**src/rtl/imm_gen_pipe.sv**
```systemverilog
// Pipelined RISC-V immediate generator: decodes the immediate, adds it to the PC,
// and presents the result through a two-entry valid/ready FIFO (head + skid).
module imm_gen_pipe #(
    parameter int XLEN  = 32,
    parameter int TAG_W = 5
) (
    input  logic             clk,
    input  logic             rst,
    input  logic             flush,
    input  logic             in_valid,
    output logic             in_ready,
    input  logic [31:0]      inst,
    input  logic [2:0]       Imm_sel,
    input  logic [XLEN-1:0]  in_pc,
    input  logic [TAG_W-1:0] in_tag,
    output logic             out_valid,
    input  logic             out_ready,
    output logic [XLEN-1:0]  imm,
    output logic [XLEN-1:0]  target,
    output logic [TAG_W-1:0] out_tag,
    output logic             sel_err
);

    typedef struct packed {
        logic [XLEN-1:0]  imm;
        logic [XLEN-1:0]  target;
        logic [TAG_W-1:0] tag;
        logic             err;
    } entry_t;

    // Handshake: a transfer happens on any rising edge where valid && ready are
    // both high; in_ready depends only on the registered count, never on out_ready.
    logic signed [31:0] raw;
    logic               raw_err;
    entry_t             new_entry;
    entry_t             head;
    entry_t             skid;
    logic [1:0]         count;
    logic               push;
    logic               pop;

    // Z and SH values keep bit 31 clear, so one sign-extending cast covers every format.
    always_comb begin
        raw     = '0;
        raw_err = 1'b0;
        case (Imm_sel)
            3'd0: raw = {{20{inst[31]}}, inst[31:20]};
            3'd1: raw = {{20{inst[31]}}, inst[31:25], inst[11:7]};
            3'd2: raw = {{19{inst[31]}}, inst[31], inst[7], inst[30:25], inst[11:8], 1'b0};
            3'd3: raw = {{11{inst[31]}}, inst[31], inst[19:12], inst[20], inst[30:21], 1'b0};
            3'd4: raw = {inst[31:12], 12'h000};
            3'd5: raw = {27'd0, inst[19:15]};
            3'd6: raw = (XLEN == 64) ? {26'd0, inst[25:20]} : {27'd0, inst[24:20]};
            default: begin
                raw     = '0;
                raw_err = 1'b1;
            end
        endcase
    end

    always_comb begin
        new_entry.imm    = XLEN'(raw);
        new_entry.target = in_pc + XLEN'(raw);
        new_entry.tag    = in_tag;
        new_entry.err    = raw_err;
    end

    assign in_ready  = (count < 2'd2);
    assign out_valid = (count != 2'd0);
    assign push      = in_valid && in_ready;
    assign pop       = out_valid && out_ready;

    // Flush wins over any concurrent push or pop; held data is simply abandoned.
    always_ff @(posedge clk or posedge rst) begin
        if (rst) begin
            count <= 2'd0;
            head  <= '0;
            skid  <= '0;
        end else if (flush) begin
            count <= 2'd0;
        end else begin
            case (count)
                2'd0: begin
                    if (push) begin
                        head  <= new_entry;
                        count <= 2'd1;
                    end
                end
                2'd1: begin
                    case ({push, pop})
                        2'b11: head <= new_entry;
                        2'b10: begin
                            skid  <= new_entry;
                            count <= 2'd2;
                        end
                        2'b01: count <= 2'd0;
                        default: ;
                    endcase
                end
                2'd2: begin
                    if (pop) begin
                        head  <= skid;
                        count <= 2'd1;
                    end
                end
                default: count <= 2'd0;
            endcase
        end
    end

    assign imm     = head.imm;
    assign target  = head.target;
    assign out_tag = head.tag;
    assign sel_err = head.err;

endmodule

```
**config.mk**
```make
export PLATFORM = sky130hd
export DESIGN_NAME = imm_gen_pipe
export DESIGN_NICKNAME = d
export VERILOG_FILES = /design/src/rtl/imm_gen_pipe.sv
export SDC_FILE = /design/constraint.sdc
export NUM_CORES = 1
export LEC_CHECK = 0
export ABC_AREA = 0
export ABC_CLOCK_PERIOD_IN_PS = 4920
export BUFFER_PORTS_ARGS = -buffer_cell sky130_fd_sc_hd__clkbuf_2
export CORE_MARGIN = 2
export CORE_UTILIZATION = 56
export CTS_CLUSTER_DIAMETER = 100
export DETAILED_ROUTE_END_ITERATION = 8
export PLACE_DENSITY = 0.8
export SYNTH_ARGS = -nofsm -noshare
export SYNTH_HDL_FRONTEND = slang
export SYNTH_SLANG_ARGS = --single-unit
export TNS_END_PERCENT = 5
```
**constraint.sdc**
```tcl
create_clock -name clk -period 4.92 [get_ports clk]
set_input_delay 0.246 -clock clk [delete_from_list [all_inputs] [get_ports clk]]
set_output_delay 0.246 -clock clk [all_outputs]
set_load 0.02 [all_outputs]
```
==> impl_results.md <==
- Status: complete, no violations
- Number of global-route vias before repair: 6627
- Post-Syn Area: 8030 um2
- Post-route setup TNS: 0 ps
- Synth cell types: 55
- Die Width: 124 um
- Final nets: 1154
- Final Hold Viols: 0
- Flop and latch count out of synthesis: 142
- Peak supply drop: 0.000294 V
- CP max-delay cell: a31oi_1
- Synth top area share: 0.442
- Crit-path cells: clkbuf_2, nor2b_1, or2_2, mux2i_1, nor2_1, a21oi_1, inv_1, ha_1, a211oi_1, nor3_1, o21ai_1, o21ai_1, a31oi_1, o21ai_0, xnor2_1, o21ai_0
- Antenna cells: 0
- Max-Cap Viols: 0
- Final Wtd Congestion: 0.930
- Clock Skews: 7.51 ps
- Initial antenna violation count: 0
- CP Max Fanout: 16
- Worst-Skew Late Latency: 420 ps
- Routed Antenna Nets: 0
- Beginning of the critical path: Imm_sel[0]
- First-pass iteration count of the detailed router: 5
- DR WL/cell: 17.3 um
- Max stage delay on crit path: 510 ps
- PD cells: 424 nW/um2
- Layout cells sized above 1: 0.209
- Final Max Tran Viols: 0
- Pin count of the biggest net entering global routing: 87
- Placed cells: 1205
- Syn Inst Count: 938
- Ranking of synthesized cells by area: dfrtp_1 (44%), nand2_1 (7.1%), o21ai_0 (6.4%)
- Async S/R FF share, synth: 1.00
- Yosys warns: 0
- Die Y: 124 um
- Crit path capture type: register
- Clk sinks: 142
- Initial Utilization: 0.576
- Total Wirelength: 21400 um
- Root Buffer: clkbuf_16
- Io pins: 149
- Hpwl dp: 15400 um
- CORE AREA: 13900 um2
- Total power: 4000 uW
- RSZ-0062 raised after global routing: no
- Post-route insts no fill: 1238
- R2R setup slack: 2150 ps
- Post-synth net total: 1047
- Setup bufs post-CTS: 0
- Row count: 43
- Prevailing post-synth register cell: dfrtp_1
- Final worst-path cycle share: 0.844
- Post-synth EDFFs: 0
- Worst hold margin: 67.9 ps
- Vias/cell: 5.74
- Post-synth top area cell: dfrtp_1
- H-tree lvl count: 4
- Hold Crit Class: in2reg
- Max Clk Rate: 0.241 GHz
- Worst Path Required: 5200 ps
- Slew @ Worst Pin: 918 ps
- CTS tree: yes
- WS Path Type: in2reg
- Worst Path Arrival: 4430 ps
- Startpoint Class: input port
- Fin crit period: 4150 ps
- Reg-to-Reg Start: count[1]
- CTS clk-pin slew, worst paths: 60 ps
- Static Leak: 0.00468 uW
- CTS Buf Count: 17
- Endpoints failing setup: 0
- First-pass GRT wire length: 33700 um
- Area grow syn2layout: 17.4%
- Die Footprint: 15300 um2
- Avg Cell Area, Syn: 8.56 um2
- Register area share after synthesis: 0.442
- Total grt overflow: 0
- Initial DRC count: 453
- Clock Tree Buf Depth: 2
- Max-Slew Margin vs Limit: 0.387
- Drt drc: 0
- Vias: 7104
- GRT Overall Usage: 0.289
- Number of port buffers: 141
- Hold Startpoint: in_tag[2]
==> cell type report <==
| class | instances | area, um2 |
|---|---|---|
| Tap cell | 180 | 225 |
| Clock buffer | 19 | 453 |
| Sequential cell | 142 | 3550 |
| Fill cell | 1178 | 4510 |
| Clock inverter | 13 | 140 |
| Timing Repair Buffer | 150 | 776 |
| Multi-Input combinational cell | 699 | 4150 |
| Inverter | 35 | 136 |
==> per-stage QoR <==
step           setup slack [ps]  instance area [um2]  utilization
6_report                    770                 9430        0.677
5_1_grt                     543                 9430        0.677
4_1_cts                     867                 9430        0.677
3_5_place_dp                512                 8830        0.633
3_3_place_gp                657                 8830        0.633
2_1_floorplan               864                 8030            -
==> flip-flops by register name, indices dropped and copies added (netlist names) <==
signal,flops
skid,70
imm,32
target,32
out_tag,5
count,2
sel_err,1
==> cells in the mapped netlist (all sizes together), types with 3 or more instances <==
cell type / n
o22a: 8
nand4: 8
a21oi: 101
mux2: 26
o21bai: 3
nor2b: 11
and3: 6
xnor2: 13
a22o: 4
xor2: 17
o21a: 7
a221o: 3
or2: 3
a21o: 13
nand2b: 9
inv: 35
o211ai: 7
nor2: 75
ha: 31
dfrtp: 142
mux2i: 11
o21ai: 117
buf: 6
nor3: 11
or3: 4
clkbuf: 56
nand3: 16
nand2: 151
a31oi: 21
==> logic make-up after synthesis <==
| family | after synthesis | share of synthesized area |
|---|---|---|
| AO/OA/AOI/OAI | 301 | 0.219 |
| AND/OR/NAND/NOR | 299 | 0.159 |
| flip-flops | 142 | 0.442 |
| buffers and inverters | 97 | 0.0453 |
| multiplexers | 37 | 0.0502 |
| adder cells (fa/ha/maj) | 32 | 0.0508 |
| XOR/XNOR | 30 | 0.0327 |
==> power breakdown <==
group	switching, uW	internal, uW
Clock	515	773
Sequential	161	1460
Combinational	676	412
Total	1350	2650
==> worst paths after layout <==
path,cells after the start,end
hold reg to reg,2,skid[25]
min in group asynchronous,3,out_tag[0]
setup reg to reg,9,target[30]
max in group asynchronous,4,target[1]
setup / recovery,16,skid[25]
hold / removal,3,out_tag[2]
==> worst max-delay path: cells and delay by family <==
family                     cells  cell delay, ps
AOI/OAI and AO/OA              7            2210
xor gates and xnor gates       1             340
adders and majority gates      1             320
buffers and inverters          2             380
muxes                          1             190
and+or+nand+nor                4             730
==> layout by cell type (no fill, tap or decap), types with 19 or more instances in the layout <==
cell / n
nand2_1: 151
dfrtp_1: 142
clkbuf_2: 141
o21ai_0: 102
a21oi_1: 101
nor2_1: 73
inv_1: 34
ha_1: 31
mux2_2: 26
a31oi_1: 19
==> per-layer routing <==
layer	GRT usage	vias to the layer above	wire [um]
met5	0	-	0
li1	-	3482	-
met1	0.393	3372	9470
met4	0.0952	0	444
met3	0.0623	32	1090
met2	0.462	218	10400
==> timing repair <==
action	in CTS	in global routing
resized for setup	0	0
hold buffers	1	0
hold endpoints to repair	3	0
(Power assumes the default switching activity.)
